$ cat config.mk
export PLATFORM = sky130hd
export DESIGN_NAME = adder_pipe
export DESIGN_NICKNAME = d
export VERILOG_FILES = /design/src/rtl/adder_pipe_pkg.sv /design/src/rtl/adder_cla_slice.sv /design/src/rtl/adder_pipe.sv
export SDC_FILE = /design/constraint.sdc
export NUM_CORES = 1
export LEC_CHECK = 0
export ABC_AREA = 1
export CORE_ASPECT_RATIO = 1.2
export CORE_UTILIZATION = 46
export CTS_CLUSTER_DIAMETER = 50
export CTS_CLUSTER_SIZE = 14
export DETAILED_ROUTE_END_ITERATION = 10
export PLACE_DENSITY_LB_ADDON = 0.15
export SLEW_MARGIN = 0
export SYNTH_ARGS = -nofsm -noshare
export SYNTH_HDL_FRONTEND = slang
export SYNTH_SLANG_ARGS = --single-unit
$ cat constraint.sdc
create_clock -name clk -period 3.3 [get_ports clk]
set_clock_uncertainty 0.1 [all_clocks]
set_input_delay 0.33 -clock clk [delete_from_list [all_inputs] [get_ports clk]]
set_output_delay 0.33 -clock clk [all_outputs]
set_load 0.01 [all_outputs]
$ cat src/rtl/adder_pipe_pkg.sv
// Shared constants and helpers for the pipelined add/sub unit.
// Saturation constants are consumed only when ADDER_PIPE_SAT_EN is defined.
package adder_pipe_pkg;

  localparam int ADDER_GROUP_DEF  = 4;
  localparam int ADDER_WIDTH_DEF  = 32;
  localparam int ADDER_STAGES_DEF = 2;
  localparam int ADDER_MAX_WIDTH  = 256;

  function automatic int slice_width(input int width, input int stages);
    if (stages > 0) begin
      return width / stages;
    end else begin
      return width;
    end
  endfunction

  // Largest positive two's-complement value of the given width: 0x7F..F.
  function automatic logic [ADDER_MAX_WIDTH-1:0] sat_max(input int width);
    logic [ADDER_MAX_WIDTH-1:0] v;
    v = {ADDER_MAX_WIDTH{1'b0}};
    for (int i = 0; i < width - 1; i++) begin
      v[i] = 1'b1;
    end
    return v;
  endfunction

  // Most negative two's-complement value of the given width: 0x80..0.
  function automatic logic [ADDER_MAX_WIDTH-1:0] sat_min(input int width);
    logic [ADDER_MAX_WIDTH-1:0] v;
    v = {ADDER_MAX_WIDTH{1'b0}};
    v[width-1] = 1'b1;
    return v;
  endfunction

endpackage

$ cat src/rtl/adder_cla_slice.sv
// One pipeline slice: W_S bits built from chained GROUP-bit carry-lookahead groups.
// c_msb is the carry into the slice MSB, used for signed-overflow detection.
module adder_cla_slice
  import adder_pipe_pkg::*;
#(
  parameter int W_S   = 16,
  parameter int GROUP = ADDER_GROUP_DEF
) (
  input  logic [W_S-1:0] a,
  input  logic [W_S-1:0] b,
  input  logic           cin,
  output logic [W_S-1:0] s,
  output logic           cout,
  output logic           c_msb
);

  localparam int NG = W_S / GROUP;

  logic [W_S-1:0] g_s;
  logic [W_S-1:0] p_s;
  logic [W_S-1:0] c_s;
  logic [NG:0]    gc_s;

  // Sum-of-products lookahead carry into bit n of a group (n = GROUP gives group carry-out).
  function automatic logic la_carry(
    input logic [GROUP-1:0] g,
    input logic [GROUP-1:0] p,
    input logic             ci,
    input int               n
  );
    logic res;
    logic term;
    res = ci;
    for (int j = 0; j < n; j++) begin
      res = res & p[j];
    end
    for (int j = 0; j < n; j++) begin
      term = g[j];
      for (int m = j + 1; m < n; m++) begin
        term = term & p[m];
      end
      res = res | term;
    end
    return res;
  endfunction

  assign g_s = a & b;
  assign p_s = a ^ b;

  // Bit carries inside each group and the group-to-group carry chain.
  always_comb begin
    c_s     = {W_S{1'b0}};
    gc_s    = {(NG+1){1'b0}};
    gc_s[0] = cin;
    for (int grp = 0; grp < NG; grp++) begin
      for (int i = 0; i < GROUP; i++) begin
        c_s[grp*GROUP+i] = la_carry(g_s[grp*GROUP +: GROUP], p_s[grp*GROUP +: GROUP],
                                    gc_s[grp], i);
      end
      gc_s[grp+1] = la_carry(g_s[grp*GROUP +: GROUP], p_s[grp*GROUP +: GROUP],
                             gc_s[grp], GROUP);
    end
  end

  assign s     = p_s ^ c_s;
  assign cout  = gc_s[NG];
  assign c_msb = c_s[W_S-1];

endmodule

$ cat src/rtl/adder_pipe.sv
// Pipelined WIDTH-bit add/sub with valid/ready streaming and carry/overflow/zero flags.
// Optional saturation on signed overflow: define ADDER_PIPE_SAT_EN.
module adder_pipe
  import adder_pipe_pkg::*;
#(
  parameter int WIDTH  = ADDER_WIDTH_DEF,
  parameter int GROUP  = ADDER_GROUP_DEF,
  parameter int STAGES = ADDER_STAGES_DEF
) (
  input  logic             clk,
  input  logic             rst,
  input  logic             in_valid,
  output logic             in_ready,
  input  logic             in_sub,
  input  logic             in_cin,
  input  logic [WIDTH-1:0] in_a,
  input  logic [WIDTH-1:0] in_b,
  output logic             out_valid,
  input  logic             out_ready,
  output logic [WIDTH-1:0] out_s,
  output logic             out_cout,
  output logic             out_ovf,
  output logic             out_zero,
  output logic             out_sat
);

  localparam int W_S = slice_width(WIDTH, STAGES);

  if (STAGES < 1 || (WIDTH % (STAGES * GROUP)) != 0) begin : g_cfg_err
    $error("adder_pipe: WIDTH must be a multiple of STAGES*GROUP and STAGES >= 1");
  end

`ifdef ADDER_PIPE_SAT_EN
  localparam logic [ADDER_MAX_WIDTH-1:0] SAT_MAX_FULL = sat_max(WIDTH);
  localparam logic [ADDER_MAX_WIDTH-1:0] SAT_MIN_FULL = sat_min(WIDTH);
  localparam logic [WIDTH-1:0]           SAT_MAX      = SAT_MAX_FULL[WIDTH-1:0];
  localparam logic [WIDTH-1:0]           SAT_MIN      = SAT_MIN_FULL[WIDTH-1:0];
`endif

  logic              adv_s;
  logic              cin_eff_s;
  logic              msb_carry_s;
  logic              ovf_s;
  logic              sat_s;
  logic [WIDTH-1:0]  b_eff_s;
  logic [WIDTH-1:0]  sum_s;
  logic [WIDTH-1:0]  res_s;
  logic [STAGES:0]   carry_s;
  logic [STAGES-1:0] vld_r;

  // Whole pipe advances together; a full output register blocks it until drained.
  assign adv_s      = out_ready | ~out_valid;
  assign in_ready   = adv_s;
  assign out_valid  = vld_r[STAGES-1];
  assign carry_s[0] = cin_eff_s;

  // Subtract is a + ~b + 1; the external carry-in is ignored in that mode.
  always_comb begin
    if (in_sub) begin
      b_eff_s   = ~in_b;
      cin_eff_s = 1'b1;
    end else begin
      b_eff_s   = in_b;
      cin_eff_s = in_cin;
    end
  end

  // Valid bit per stage; bubbles travel down the pipe like beats.
  always_ff @(posedge clk or posedge rst) begin
    if (rst) begin
      vld_r <= {STAGES{1'b0}};
    end else if (adv_s) begin
      vld_r[0] <= in_valid;
      for (int k = 1; k < STAGES; k++) begin
        vld_r[k] <= vld_r[k-1];
      end
    end
  end

  for (genvar j = 0; j < STAGES; j++) begin : g_slice
    logic [W_S-1:0] op_a_s;
    logic [W_S-1:0] op_b_s;
    logic [W_S-1:0] sum_slice_s;
    logic           cout_s;
    logic           cmsb_s;

    if (j == 0) begin : g_head
      assign op_a_s = in_a[W_S-1:0];
      assign op_b_s = b_eff_s[W_S-1:0];
    end else begin : g_skew
      logic [W_S-1:0] a_sr [j];
      logic [W_S-1:0] b_sr [j];

      // Upper-slice operands wait j cycles so they meet the carry from slice j-1.
      always_ff @(posedge clk or posedge rst) begin
        if (rst) begin
          for (int i = 0; i < j; i++) begin
            a_sr[i] <= {W_S{1'b0}};
            b_sr[i] <= {W_S{1'b0}};
          end
        end else if (adv_s) begin
          a_sr[0] <= in_a[j*W_S +: W_S];
          b_sr[0] <= b_eff_s[j*W_S +: W_S];
          for (int i = 1; i < j; i++) begin
            a_sr[i] <= a_sr[i-1];
            b_sr[i] <= b_sr[i-1];
          end
        end
      end

      assign op_a_s = a_sr[j-1];
      assign op_b_s = b_sr[j-1];
    end

    adder_cla_slice #(
      .W_S   (W_S),
      .GROUP (GROUP)
    ) u_slice (
      .a     (op_a_s),
      .b     (op_b_s),
      .cin   (carry_s[j]),
      .s     (sum_slice_s),
      .cout  (cout_s),
      .c_msb (cmsb_s)
    );

    if (j < STAGES - 1) begin : g_mid
      localparam int D = STAGES - 1 - j;
      logic           c_r;
      logic [W_S-1:0] d_sr [D];
      logic           c_msb_unused;

      assign c_msb_unused = cmsb_s;

      // Registered inter-slice carry plus deskew of this slice's finished sum.
      always_ff @(posedge clk or posedge rst) begin
        if (rst) begin
          c_r <= 1'b0;
          for (int i = 0; i < D; i++) begin
            d_sr[i] <= {W_S{1'b0}};
          end
        end else if (adv_s) begin
          c_r     <= cout_s;
          d_sr[0] <= sum_slice_s;
          for (int i = 1; i < D; i++) begin
            d_sr[i] <= d_sr[i-1];
          end
        end
      end

      assign carry_s[j+1]          = c_r;
      assign sum_s[j*W_S +: W_S]   = d_sr[D-1];
    end else begin : g_tail
      assign carry_s[j+1]          = cout_s;
      assign sum_s[j*W_S +: W_S]   = sum_slice_s;
      assign msb_carry_s           = cmsb_s;
    end
  end

  // Flags and optional saturation from the full-width raw result of the last slice.
  always_comb begin
    ovf_s = msb_carry_s ^ carry_s[STAGES];
`ifdef ADDER_PIPE_SAT_EN
    sat_s = ovf_s;
    if (ovf_s) begin
      if (sum_s[WIDTH-1]) begin
        res_s = SAT_MAX;
      end else begin
        res_s = SAT_MIN;
      end
    end else begin
      res_s = sum_s;
    end
`else
    sat_s = 1'b0;
    res_s = sum_s;
`endif
  end

  // Output register; holds its contents while the consumer stalls.
  always_ff @(posedge clk or posedge rst) begin
    if (rst) begin
      out_s    <= {WIDTH{1'b0}};
      out_cout <= 1'b0;
      out_ovf  <= 1'b0;
      out_zero <= 1'b0;
      out_sat  <= 1'b0;
    end else if (adv_s) begin
      out_s    <= res_s;
      out_cout <= carry_s[STAGES];
      out_ovf  <= ovf_s;
      out_zero <= (res_s == {WIDTH{1'b0}});
      out_sat  <= sat_s;
    end
  end

endmodule
==> summary.md, run 1 <==
| Metric | Value |
|---|---|
| Status | finished, violations left |
| Failing checks | negative setup slack |
| FP Rows | 40 |
| Max-cap violation count | 0 |
| CP most frequent cell | nand2_1 |
| Wire per inst | 13.9 µm |
| Most area-hungry cell type in the Yosys netlist | dfrtp_1 |
| Initial antenna violation count | 0 |
| Crit Path Class | in -> reg |
| RSZ-0062 raised after global routing | true |
| Final net count | 853 |
| Post-cts hold buffer count | 0 |
| Int Pwr | about 3 mW |
| Area delta synth->final | 48.7% |
| Setup violations, final | 10 |
| Via Count | 4282 |
| Drt pass-1 iters | 4 |
| CTS tree | done |
| Clock slew at reported path FFs | roughly 60 ps |
| Largest net degree at the start of global routing | 115 |
| Max-Slew Margin vs Limit | 0.580 |
| HPWL Detailed | 7.54 mm |
| Leakage | 3.50 nW |
| Fillcell total | between 700 and 800 |
| Mean post-synth cell area | 8.53 µm² |
| CTS Buf Count | 9 |
| Post-synth top flop | dfrtp_1 |
| Critical path data arrival time | 3780 ps |
| Cells after synthesis | 568 |
| DR vias/cell | slightly below 5 |
| Syn Std Cell Area | 0.00484 mm² |
| Reg power frac | 0.339 |
| Die width | 95.7 µm |
| Critical-path top delay cell | dlygate4sd2_1 |
| Final worst setup slack | -388 ps |
| GRT overflow | 0 |
| Port buffer count | 106 |
| Number of global-route vias before repair | 4339 |
| Synth top area cells | dfrtp_1, nand2_1, ha_1 |
| Final period util | 1.12 |
| Worst Path Required | 3390 ps |
| Most frequent cell after synthesis | nand2_1 |
| DIE AREA | 0.0109 mm² |
| Post-synth ARST share | 1.00 |
| Dpl ws | -1230 ps |
| Nature of the critical path endpoint | flop |
| Core area | approximately 0.010 mm² |
| Final Max Tran Viols | 0 |
| Clock network fraction of design power | 0.225 |
| R2R Setup Slk | -220 ps |
| Clock Path Buffers | 2 |
| Io pins | about 110 |
| Maximum clock frequency | 0.271 GHz |
| Post-layout min period | 3690 ps |
| Top cell type's share of synthesized area | 0.444 |
| Psw | 1.51 mW |
| Critical path startpoint category | input port |
| WL final | 12.0 mm |
| Top post-synthesis cells by count | nand2_1, dfrtp_1, inv_1 |
| Seq/Total Area, Yosys | 0.444 |
| Routability cong. | 0.793 |
| Chip height | 114 µm |
| Number of synthesized flops with an enable pin | 0 |
| PD cells | 626 mW/mm² |
| Latest clock arrival within the worst-skew pair | about 330 ps |
| Max FO, Critical Path | 2 |
| Combinational share of power | 0.436 |
| Synthesized net count | 686 |
| Final hold vios | 0 |
| Core Util, Final | 0.713 |
| Clk sinks | 86 |
| Yosys cell types | 25 |
| First-pass GRT wire length | around 19 mm |
| Starting Density | 0.479 |
| Clock root buffer master | clkbuf_16 |
| Yosys warns | 0 |
| Switching Fraction | 0.335 |
| GRT Overall Usage | 0.229 |
| Min-delay worst type | in -> async |
| Crit path largest cell delay | between 200 and 300 ps |
| Worst Max-Slew Pin Slew | 630 ps |
| Share of layout cells above drive strength 1 | 0.205 |
| Post-route DRC | 0 |
| Detail Route Antenna Nets | 0 |
| N_diodes | 0 |
| Initial DRC Count | ~140 |
| Synth Register Bits | 86 |
| VDD IR max | approximately 270 µV |
| H-tree depth | 3 |
==> critical path, delay by kind of cell <==
kind	cells	cell delay [ps]
AND/OR/NAND/NOR	23	1900
adder cells (fa/ha/maj)	5	880
buffers and inverters	7	580
AO/OA/AOI/OAI	1	90
==> power by group through the flow <==
| stage | Sequential (mW) | Combinational [mW] | Clock (mW) |
|---|---|---|---|
| 6_report | 1.53 | 1.97 | 1.02 |
| 5_1_grt | 1.56 | 2.16 | 1.08 |
| 4_1_cts | 1.52 | 1.84 | 1.04 |
| 3_5_place_dp | 1.54 | 1.52 | 0 |
| 3_3_place_gp | 1.53 | 1.47 | 0 |
| 2_1_floorplan | 1.58 | 0.749 | 0 |
==> per-layer routing <==
layer | wire length (µm) | GRT usage
met4 | 271 | 0.0796
met2 | 6240 | 0.401
met5 | 0 | 0
met1 | 4930 | 0.277
met3 | 559 | 0.0445
==> path summary, 6_finish.rpt <==
kind	from	end	cells past startpoint
min in group clk	vld_r[0]	vld_r[1]	2
max in group asynchronous	rst	g_slice[1].g_skew.b_sr[5]	3
worst max register to register	g_slice[1].g_skew.a_sr[0]	out_zero	30
worst max-delay path	in_a[0]	g_slice[0].g_mid.d_sr[15]	36
worst min-delay path	rst	g_slice[1].g_skew.b_sr[2]	2
worst min register to register	vld_r[0]	vld_r[1]	2
==> cells by family (layout without fill, tap and decap cells) <==
kind of cell | after synthesis | after routing | share of synthesized area
other cells | 1 | 1 | 0.000774
xor+xnor | 40 | 40 | 0.0723
fa+ha+maj | 48 | 48 | 0.136
simple gates | 252 | 252 | 0.210
compound gates | 61 | 61 | 0.0672
flops | 86 | 86 | 0.444
buf+inv | 80 | 252 | 0.0692
==> flip-flops by register name (all words and copies together) (netlist names) <==
name                 cells
out_s                   32
g_slice.g_mid.d_sr      16
g_slice.g_skew.a_sr     16
g_slice.g_skew.b_sr     16
vld_r                    2
g_slice.g_mid.c_r        1
out_cout                 1
out_ovf                  1
out_zero                 1
==> through the flow <==
step	hold WS [ps]	setup TNS [ps]	total power, mW	area (µm²)	instances
2_1_floorplan	320	-2720	2.32	4900	568
3_3_place_gp	329	-6890	3.01	6210	804
3_5_place_dp	347	-8730	3.05	6210	804
4_1_cts	310	-3270	4.40	7030	865
5_1_grt	339	-4600	4.80	7200	866
6_report	284	-2080	4.51	7200	866
==> layout make-up <==
type	instances	area, µm²	area share
Clock buffer	12	256	0.0356
Clock inverter	4	45.0	0.00625
Inverter	57	215	0.0299
Multi-Input combinational cell	402	2660	0.370
Sequential cell	86	2150	0.299
Tap cell	126	158	0.0219
Timing Repair Buffer	179	1710	0.238
==> what timing repair did <==
item,4_1_cts,5_1_grt
endpoints found under the setup margin,15,18
pin swaps,57,55
setup buffers,48,9
endpoints found under the hold margin,0,0
gates resized for setup,58,46
==> placed cells by master, fill, tap and decap left out, types with 6 or more instances in the layout <==
cell type        instances
nand3_1                  7
dfrtp_1                 86
o22ai_1                  7
xor2_1                  16
a31oi_1                  6
ha_1                    30
nand3_2                  6
nor2_1                  30
clkdlybuf4s50_1         99
nand2_4                  8
buf_6                   14
xnor2_1                 21
inv_1                   51
clkbuf_16                9
buf_4                   56
nand2_2                 14
o21ai_0                 39
ha_4                     7
nand4_1                  7
nand2_1                168
Power figures use the tool's default switching activity.
==> inputs of run 2 (changes only) <==
--- a/config.mk
+++ b/config.mk
@@ -7,6 +7,7 @@
 export LEC_CHECK = 0
 export ABC_AREA = 1
 export CORE_ASPECT_RATIO = 1.2
+export CORE_MARGIN = 2
 export CORE_UTILIZATION = 46
 export CTS_CLUSTER_DIAMETER = 50
 export CTS_CLUSTER_SIZE = 14
==> run 2 against run 1 <==
Against the previous run:
- the flow still finishes with violations (negative setup slack)
- routed wire length grew 19%
- register-to-register slack got worse by 70 ps
- via count grew 7.9%
- final cell count increased by 6.6%
- setup slack got worse by 330 ps
- sequential cell count stayed put
- maximum frequency decreased by 8.2%
==> summary.md, run 2 (synthesis results as in run 1) <==
| Metric | Value |
|---|---|
| Detail Route Antenna Nets | 0 (unchanged) |
| WL final | 14.3 mm (was 12.0 mm) |
| Critical path data arrival time | 4120 ps (was 3780 ps) |
| Clock slew at reported path FFs | 60 ps (about the same) |
| Final period util | 1.22 (was 1.12) |
| CP most frequent cell | nand2_2 (was nand2_1) |
| Worst Max-Slew Pin Slew | 682 ps (was 630 ps) |
| Clock Path Buffers | 2 (unchanged) |
| Die width | 97.7 µm (was 95.7 µm) |
| HPWL Detailed | 7.55 mm (was 7.54 mm) |
| Critical path startpoint category | input port (unchanged) |
| Clk sinks | 86 (unchanged) |
| Nature of the critical path endpoint | flop (unchanged) |
| Maximum clock frequency | 0.249 GHz (was 0.271 GHz) |
| Dpl ws | -1270 ps (was -1230 ps) |
| Drt pass-1 iters | 4 (unchanged) |
| DIE AREA | 0.0114 mm² (was 0.0109 mm²) |
| Wire per inst | 15.5 µm (was 13.9 µm) |
| RSZ-0062 raised after global routing | true (unchanged) |
| Min-delay worst type | in -> async (unchanged) |
| Via Count | 4621 (was 4282) |
| GRT overflow | 0 (unchanged) |
| Failing checks | negative setup slack (unchanged) |
| Post-route DRC | 0 (unchanged) |
| Routability cong. | 0.803 (was 0.793) |
| Worst Path Required | 3400 ps (was 3390 ps) |
| Leakage | 3.76 nW (was 3.50 nW) |
| Final hold vios | 0 (unchanged) |
| Status | finished, violations left (unchanged) |
| Clock root buffer master | clkbuf_16 (unchanged) |
| Crit path largest cell delay | 340 ps (was 280 ps) |
| H-tree depth | 3 (unchanged) |
| Chip height | 116 µm (was 114 µm) |
| Core Util, Final | 0.747 (was 0.713) |
| Latest clock arrival within the worst-skew pair | 340 ps (was 330 ps) |
| First-pass GRT wire length | 22.3 mm (was 19.3 mm) |
| Reg power frac | 0.314 (was 0.339) |
| Largest net degree at the start of global routing | 115 (unchanged) |
| Setup TNS | -7070 ps (was -2080 ps) |
| Port buffer count | 106 (unchanged) |
| Final worst setup slack | -719 ps (was -388 ps) |
| FP Rows | 41 (was 40) |
| Combinational share of power | 0.466 (was 0.436) |
| Worst hold slack | 291 ps (was 284 ps) |
| DR vias/cell | 5.01 (was 4.94) |
| Commonest non-fill, non-tap cell in the layout | nand2_1 (unchanged) |
| GRT Overall Usage | 0.249 (was 0.229) |
| Fillcell total | 719 (was 757) |
| Share of layout cells above drive strength 1 | 0.288 (was 0.205) |
| Area delta synth->final | 59.9% (was 48.7%) |
| Io pins | 108 (unchanged) |
| CTS tree | done (unchanged) |
| Max FO, Critical Path | 4 (was 2) |
| Core area | 0.0104 mm² (was 0.0101 mm²) |
| Max-cap violation count | 0 (unchanged) |
| Final Max Tran Viols | 0 (unchanged) |
| Number of global-route vias before repair | 4791 (was 4339) |
| Switching Fraction | 0.337 (was 0.335) |
| Initial DRC Count | 202 (was 138) |
| Post-layout min period | 4020 ps (was 3690 ps) |
| Max reg flops | 32 (unchanged) |
| Int Pwr | 3.21 mW (was 3.00 mW) |
| Most frequent cells in the layout | nand2_1, clkdlybuf4s50_1, buf_4 (was nand2_1, clkdlybuf4s50_1, dfrtp_1) |
| Multi-input logic area | 0.00275 mm² (was 0.00266 mm²) |
| Psw | 1.63 mW (was 1.51 mW) |
| Crit Path Class | in -> reg (unchanged) |
| Clock network fraction of design power | 0.220 (was 0.225) |
| VDD IR max | 274 µV (was 270 µV) |
| Starting Density | 0.467 (was 0.479) |
| FF+latch area | 0.00215 mm² (unchanged) |
| Pwr Total | 4.84 mW (was 4.51 mW) |
| Final net count | 907 (was 853) |
| PD cells | 625 mW/mm² (was 626 mW/mm²) |
| Critical-path top delay cell | ha_1 (was dlygate4sd2_1) |
| Initial antenna violation count | 0 (unchanged) |
| N_diodes | 0 (unchanged) |
| Top reg by flops | out_s (unchanged) |
| CTS Buf Count | 9 (unchanged) |
| Max-Slew Margin vs Limit | 0.546 (was 0.580) |
| Setup violations, final | 16 (was 10) |
| Worst r2r path cells | 26 (was 30) |
## run 2: worst paths after layout
| kind | start | end | slack, ps |
|---|---|---|---|
| setup / recovery | in_sub | g_slice[0].g_mid.d_sr[15] | -720 |
| hold / removal | rst | g_slice[1].g_skew.a_sr[2] | 290 |
| setup reg to reg | g_slice[1].g_skew.a_sr[0] | out_zero | -290 |
| hold reg to reg | vld_r[0] | vld_r[1] | 370 |
| max in group asynchronous | rst | g_slice[1].g_skew.b_sr[7] | 2120 |
| min in group clk | vld_r[0] | vld_r[1] | 370 |
## run 2: worst max-delay path, delay by kind of cell
family          cells  cell delay [ps]
compound gates      1               80
xor+xnor            1              130
fa+ha+maj           4              800
buf+inv             8              540
simple gates       23             2270
## run 2: per-stage QoR
stage,std cells,cell area (µm²)
finish,923,7740
global placement,805,6190
CTS,930,7530
global route,923,7740
floorplan,568,4900
detailed placement,805,6190
## run 2: cell type report
| type | instances | area share |
|---|---|---|
| Sequential cell | 86 | 0.278 |
| Tap cell | 129 | 0.0208 |
| Clock inverter | 3 | 0.00517 |
| Timing Repair Buffer | 233 | 0.277 |
| Clock buffer | 13 | 0.0362 |
| Inverter | 57 | 0.0278 |
| Multi-Input combinational cell | 402 | 0.355 |
## run 2: power groups by stage
stage / Clock [mW] / Combinational, mW / Sequential [mW]
3_5_place_dp: 0 / 1.52 / 1.53
4_1_cts: 1.08 / 2.02 / 1.52
2_1_floorplan: 0 / 0.749 / 1.58
5_1_grt: 1.13 / 2.45 / 1.55
3_3_place_gp: 0 / 1.49 / 1.52
6_report: 1.06 / 2.26 / 1.52
## run 2: metal layers
layer  routed length (µm)  share of wire  global-route usage  vias up
li1                     -              -                   -     2225
met1                 5670           0.40               0.279     2230
met2                 7540           0.53               0.449      127
met3                  642          0.045              0.0491       39
met4                  473          0.033               0.140        0
met5                    0              0                   0        -
## run 2: timing repair
item	CTS	global route
gates resized for setup	68	74
pin swaps	45	58
hold buffers	0	0
setup endpoints to repair	16	22
endpoints found under the hold margin	0	0
buffers inserted	114	17
==> inputs of run 3 (changes only) <==
--- a/config.mk
+++ b/config.mk
@@ -7,7 +7,7 @@
 export LEC_CHECK = 0
 export ABC_AREA = 1
 export CORE_ASPECT_RATIO = 1.2
-export CORE_MARGIN = 2
+export CORE_MARGIN = 10
 export CORE_UTILIZATION = 46
 export CTS_CLUSTER_DIAMETER = 50
 export CTS_CLUSTER_SIZE = 14
==> run 3 against run 2 <==
Against the previous run:
- the run still ends with negative setup slack left
- final area is 2.5% lower
- sequential share of layout area is 0.70 points higher
- non-clock buffer count is 3 lower
- total power is 4.6% lower
- hold slack better by 62 ps
- largest power group unchanged
- critical path type unchanged
- setup slack worse by 78 ps
- clock-buffer cell count is 2 lower
- maximum frequency is 1.9% lower
- routed wire length is 4.3% higher
- sequential cell count stayed put
- core utilization is 2.2 points lower
- clock power is 6% lower
==> summary.md, run 3 (synthesis results as in run 1) <==
| Metric | Value |
|---|---|
| DR vias/cell | 4.95 (was 5.01) |
| Dpl cells | 807 (was 805) |
| Int Pwr | 3.05 mW (was 3.21 mW) |
| Psw | 1.57 mW (was 1.63 mW) |
| Io pins | 108 (unchanged) |
| Post-layout min period | 4100 ps (was 4020 ps) |
| Latest clock arrival within the worst-skew pair | 330 ps (was 340 ps) |
| Worst r2r path cells | 26 (unchanged) |
| VDD IR max | 314 µV (was 274 µV) |
| Combinational share of power | 0.454 (was 0.466) |
| GRT overflow | 0 (unchanged) |
| Final net count | 904 (was 907) |
| Max FO, Critical Path | 4 (unchanged) |
| Final period util | 1.24 (was 1.22) |
| Max reg flops | 32 (unchanged) |
| Finished Cell Area | 0.00755 mm² (was 0.00774 mm²) |
| DIE AREA | 0.0151 mm² (was 0.0114 mm²) |
| WL final | 14.9 mm (was 14.3 mm) |
| Nature of the critical path endpoint | flop (unchanged) |
| DP Area | 0.00618 mm² (was 0.00619 mm²) |
| Worst Max-Slew Pin Slew | 839 ps (was 682 ps) |
| Fin cells | 919 (was 923) |
| Wire per inst | 16.3 µm (was 15.5 µm) |
| Top reg by flops | out_s (unchanged) |
| Post-cts hold buffer count | 0 (unchanged) |
| Clock root buffer master | clkbuf_16 (unchanged) |
| Worst Path Required | 3450 ps (was 3400 ps) |
| Reg power frac | 0.331 (was 0.314) |
| Min-delay worst type | in -> async (unchanged) |
| PD cells | 612 mW/mm² (was 625 mW/mm²) |
| H-tree depth | 3 (unchanged) |
| Routability cong. | 0.795 (was 0.803) |
| Buffers and inverters on the worst path | 8 (unchanged) |
| Commonest non-fill, non-tap cell in the layout | nand2_1 (unchanged) |
| Crit path max-delay family | simple AND/OR/NAND/NOR gates (unchanged) |
| Setup violations, final | 13 (was 16) |
| Most frequent cells in the layout | nand2_1, buf_4, clkdlybuf4s50_1 (was nand2_1, clkdlybuf4s50_1, buf_4) |
| Failing checks | negative setup slack (unchanged) |
| Leakage | 3.69 nW (was 3.76 nW) |
| Clock network fraction of design power | 0.215 (was 0.220) |
| Drt pass-1 iters | 4 (unchanged) |
| Critical-path top delay cell | ha_1 (unchanged) |
| Detail Route Antenna Nets | 0 (unchanged) |
| Initial antenna violation count | 0 (unchanged) |
| Final hold vios | 0 (unchanged) |
| Starting Density | 0.465 (was 0.467) |
| FP Rows | 41 (unchanged) |
| Status | finished, violations left (unchanged) |
| Area delta synth->final | 56.0% (was 59.9%) |
| Die width | 114 µm (was 97.7 µm) |
| Final Max Tran Viols | 0 (unchanged) |
| HPWL Detailed | 8.68 mm (was 7.55 mm) |
| Dpl ws | -1200 ps (was -1270 ps) |
| Switching Fraction | 0.341 (was 0.337) |
| Share of layout cells above drive strength 1 | 0.258 (was 0.288) |
| Critical path startpoint category | input port (unchanged) |
| CTS tree | done (unchanged) |
| CTS Buf Count | 9 (unchanged) |
| First-pass GRT wire length | 23.8 mm (was 22.3 mm) |
| Clock Path Buffers | 2 (unchanged) |
| Port buffer count | 106 (unchanged) |
| Crit Path Class | in -> reg (unchanged) |
| Post-route DRC | 0 (unchanged) |
| Chip height | 132 µm (was 116 µm) |
| Final worst setup slack | -798 ps (was -719 ps) |
| RSZ-0062 raised after global routing | true (unchanged) |
| Max-Slew Margin vs Limit | 0.441 (was 0.546) |
| Crit path depth | 38 (was 37) |
| Maximum clock frequency | 0.244 GHz (was 0.249 GHz) |
| R2R Setup Slk | -150 ps (was -290 ps) |
| Largest net degree at the start of global routing | 57 (was 115) |
| Critical path data arrival time | 4250 ps (was 4120 ps) |
| Initial DRC Count | 193 (was 202) |
| N_diodes | 0 (unchanged) |
| Number of global-route vias before repair | 4918 (was 4791) |
| Clk sinks | 86 (unchanged) |
| Clock slew at reported path FFs | 60 ps (about the same) |
| Max-cap violation count | 0 (unchanged) |
| Pwr Total | 4.62 mW (was 4.84 mW) |
| Via Count | 4546 (was 4621) |
| Crit path largest cell delay | 370 ps (was 340 ps) |
| CP most frequent cell | nand2_2 (unchanged) |
| GRT Overall Usage | 0.194 (was 0.249) |
| Core area | 0.0104 mm² (about the same) |
run 3: changes by cell type in the layout (fill, tap and decap cells not counted), sizes merged:
cell	previous run	this run
clkbuf	14	11
clkdlybuf4s50	100	101
clkinvlp	0	1
clkdlybuf4s15	0	1
dlymetal6s2s	1	0
buf	129	126
run 3: final cells by class:
class / instances / area (µm²)
inverter: 57 / 215
sequential: 86 / 2150
multi-input combinational: 402 / 2680
clock inverter: 4 / 47.5
timing repair buffer: 230 / 2060
fill: 747 / 2860
clock buffer: 11 / 243
tap: 129 / 161
run 3: timing repair:
item / in CTS / in global routing
pin swaps: 37 / 52
gates resized for setup: 48 / 60
setup endpoints to repair: 15 / 21
setup buffers: 102 / 15
run 3: power groups by stage:
stage               clock [mW]  combinational, mW  sequential, mW
floorplan                    0              0.749            1.58
global placement             0               1.50            1.53
detailed placement           0               1.53            1.54
CTS                       1.01               1.89            1.53
global route              1.06               2.30            1.56
finish                   0.994               2.10            1.53
run 3: worst paths after layout:
check	start	end
min in group clk	vld_r[0]	vld_r[1]
max reg2reg	g_slice[1].g_skew.a_sr[0]	out_zero
max in group asynchronous	rst	out_s[26]
min reg2reg	vld_r[0]	vld_r[1]
max	in_sub	g_slice[0].g_mid.d_sr[15]
min	rst	g_slice[1].g_skew.b_sr[2]
run 3: routing by layer:
metal	vias to the layer above	global-route usage	wire length, µm
met5	-	0	0
met4	0	0.0805	448
met3	32	0.0537	906
met2	143	0.330	7790
met1	2157	0.223	5790
li1	2214	-	-
run 3: metrics by stage:
stage / TNS, ps / util / hold slack, ps
3_3_place_gp: -7040 / 0.593 / 328
4_1_cts: -3620 / 0.703 / 357
3_5_place_dp: -8590 / 0.593 / 342
2_1_floorplan: -2720 / - / 320
6_report: -6390 / 0.725 / 352
5_1_grt: -9040 / 0.725 / 380
run 3: worst reg2reg max path, delay by kind of cell (launching register included):
kind | cells | cell delay [ps]
DFF | 1 | 390
adders and majority gates | 5 | 1240
and+or+nand+nor | 21 | 1650
==> variant: new RTL, config.mk and constraints of run 3 <==
Put one more register stage on the output `out_ovf`, cleared by the reset. The value now appears one clock later. The other outputs are not delayed to match.
--- a/src/rtl/adder_pipe.sv
+++ b/src/rtl/adder_pipe.sv
@@ -26,6 +26,8 @@
 
   localparam int W_S = slice_width(WIDTH, STAGES);
 
+  logic out_ovf_s0;
+
   if (STAGES < 1 || (WIDTH % (STAGES * GROUP)) != 0) begin : g_cfg_err
     $error("adder_pipe: WIDTH must be a multiple of STAGES*GROUP and STAGES >= 1");
   end
@@ -182,16 +184,24 @@
     if (rst) begin
       out_s    <= {WIDTH{1'b0}};
       out_cout <= 1'b0;
-      out_ovf  <= 1'b0;
+      out_ovf_s0 <= 1'b0;
       out_zero <= 1'b0;
       out_sat  <= 1'b0;
     end else if (adv_s) begin
       out_s    <= res_s;
       out_cout <= carry_s[STAGES];
-      out_ovf  <= ovf_s;
+      out_ovf_s0 <= ovf_s;
       out_zero <= (res_s == {WIDTH{1'b0}});
       out_sat  <= sat_s;
     end
   end
 
+  always_ff @(posedge clk or posedge rst) begin
+    if (rst) begin
+      out_ovf <= '0;
+    end else begin
+      out_ovf <= out_ovf_s0;
+    end
+  end
+
 endmodule
Check against the original RTL: not equivalent (Yosys sat finds a counterexample within 4 cycles, from zero or initial values and one cycle with rst high).
==> variant against run 3 <==
Register-to-register slack worse by 0.15 ns. Die area is 0.28% higher. Power up 3.1%. Global-route usage down 0.061 points. Hold slack lost 0.076 ns. Synthesized cell count rose by 0.70%. The run still ends with setup timing left. Critical path type unchanged. Final area is 1.3% higher. Routed wire length is 3.4% higher. Area after synthesis rose by 0.34%. Setup slack gained 0.099 ns. Sequential cell count up 1. Sequential share of layout area hardly changed.
==> variant: results (changes against run 3) <==
stage	metric	value	unit	change
global_route	GRT Total Usage	0.194		-0.000615
logic_synthesis	Yosys Warn Count	0		unchanged
drt	first-pass iteration count of the detailed router	5		+1
logic_synthesis	most area-consuming cells after synthesis	sky130_fd_sc_hd__dfrtp_1 45%, sky130_fd_sc_hd__nand2_1 16%, sky130_fd_sc_hd__ha_1 10%		
timing	max-slew headroom at the worst pin	0.418		-0.0228
timing	final worst-path setup slack	-0.699	ns	+0.0987 ns
final_layout	Finished Layout Cells	921		+0.22%
pwr	Comb power	2.18	mW	+4%
placement	weighted congestion at the end of routability-driven global placement	0.819		+3.1%
final_layout	number of fill cells	733		-1.9%
final_layout	proportion of layout cells with a drive suffix above 1	0.270		+0.0120
placement	number of placed cells counting well taps	815		+0.99%
clocking	Clock Tree Root	sky130_fd_sc_hd__clkbuf_16		
logic_synthesis	share of synthesized flip-flops with an asynchronous set or reset	1.00		unchanged
pwr	leak pwr	3.75	nW	+1.7%
pwr	net switching fraction of the power	0.346		+0.00521
drt	total vias in the final route	4735		+4.2%
global_route	number of global-route vias before repair	5046		+2.6%
logic_synthesis	number of distinct library cell variants in the gate-level netlist after synthesis	22		-12%
global_route	wire length of the first global-routing pass	24.1	mm	+1.4%
logic_synthesis	average footprint of a synthesized cell	8.50	um^2	-0.37%
hold_path	path type of the worst min-delay path	reg -> reg		
logic_synthesis	register area share after synthesis	0.448		+0.00366
clocking	number of hold buffers added after cts	0		unchanged
critical_path	Slowest-stage cell, CP	sky130_fd_sc_hd__ha_4		
drt	DRT iter0 DRCs	245		+27%
logic_synthesis	syn nets	690		+0.58%
placement	buffers added on ports	106		unchanged
placement	post-detail-place hpwl	8.77	mm	+0.95%
pwr	Peak supply drop	0.273	mV	-13%
global_route	antenna violations before repair	0		unchanged
clocking	largest buffer count on any clock path	2		unchanged
critical_path	critical-path maximum fanout	2		-2
timing	number of setup violations in the final report	15		+2
status	failing checks	setup timing		
status	run status	complete, but fails checks		
clocking	Clock Latency Late Sink	0.34	ns	
critical_path	CP max stage delay	0.27	ns	-0.10 ns
logic_synthesis	ranking of synthesized cells by instance count	201 x sky130_fd_sc_hd__nand2_1, 87 x sky130_fd_sc_hd__dfrtp_1, 50 x sky130_fd_sc_hd__inv_1		
final_layout	# nets final	905		+0.11%
timing	Slew Limit Fails	0		unchanged
global_route	largest net degree at the start of global routing	111		+95%
drt	Avg WL per Cell	16.8	um	+3.2%
critical_path	arrival time at the worst endpoint	4.11	ns	-0.14 ns
variant: changes by cell type in the layout (fill, tap and decap cells not counted), moves of 3 or more:
| cell | delta |
|---|---|
| sky130_fd_sc_hd__nand2_2 | +7 |
| sky130_fd_sc_hd__buf_12 | +3 |
| sky130_fd_sc_hd__o22ai_1 | -3 |
| sky130_fd_sc_hd__nand3_1 | -3 |
| sky130_fd_sc_hd__buf_4 | -4 |
| sky130_fd_sc_hd__nand2_1 | +4 |
| sky130_fd_sc_hd__nand3_2 | +3 |
| sky130_fd_sc_hd__nor2_2 | +4 |
| sky130_fd_sc_hd__inv_1 | -6 |
variant: final timing paths:
kind / startpoint / to / slack (ns) / cells after the start
worst min register to register: out_ovf_s0 / out_ovf / 0.28 / 0
worst max-delay path: in_b[0] / g_slice[0].g_mid.d_sr[7] / -0.70 / 35
worst min-delay path: out_ovf_s0 / out_ovf / 0.28 / 0
max in group asynchronous: rst / g_slice[0].g_mid.c_r / 1.95 / 3
min in group asynchronous: rst / out_s[1] / 0.36 / 2
worst max register to register: g_slice[1].g_skew.a_sr[0] / out_zero / -0.30 / 29
variant: metal layers:
metal | global-route usage | wire length (um) | vias to the layer above
li1 | - | - | 2221
met1 | 0.216 | 6060 | 2289
met2 | 0.341 | 7990 | 187
met3 | 0.0457 | 934 | 38
met4 | 0.0830 | 461 | 0
met5 | 0 | 0 | -
variant: kinds of logic after synthesis:
group | synth area share
AO/OA/AOI/OAI | 0.0590
AND/OR/NAND/NOR | 0.220
XOR/XNOR | 0.0721
adder cells (fa/ha/maj) | 0.136
buffers and inverters | 0.0646
flip-flops | 0.448
other | 0.000772
variant: area by class of cell:
class | count | area, um^2 | area share
multi-input combinational | 411 | 2770 | 0.362
clock buffer | 13 | 250 | 0.0327
clock inverter | 3 | 42.5 | 0.00556
timing repair buffer | 227 | 2060 | 0.269
sequential | 87 | 2180 | 0.285
tap | 129 | 161 | 0.0211
inverter | 51 | 193 | 0.0252
variant: repair_timing:
item	4_1_cts	5_1_grt
endpoints found under the setup margin	16	22
gates resized for setup	46	78
setup buffers	84	21
pin swaps	44	48
variant: stage by stage:
step	worst slack, ns	total power, mW	cell area (um^2)	setup TNS [ns]
final	-0.699	4.76	7650	-5.05
after global placement	-1.17	3.07	6240	-8.03
after global routing	-0.915	5.05	7650	-8.56
after CTS	-0.440	4.48	7310	-3.51
after detailed placement	-1.30	3.11	6240	-9.36
after floorplan	-0.786	2.34	4920	-3.49
variant: worst max-delay path: cells and delay by family:
kind / cells / cell delay (ns)
adders and majority gates: 3 / 0.56
xor gates and xnor gates: 1 / 0.17
AOI/OAI and AO/OA: 1 / 0.07
buffers and inverters: 18 / 2.01
and+or+nand+nor: 12 / 0.96
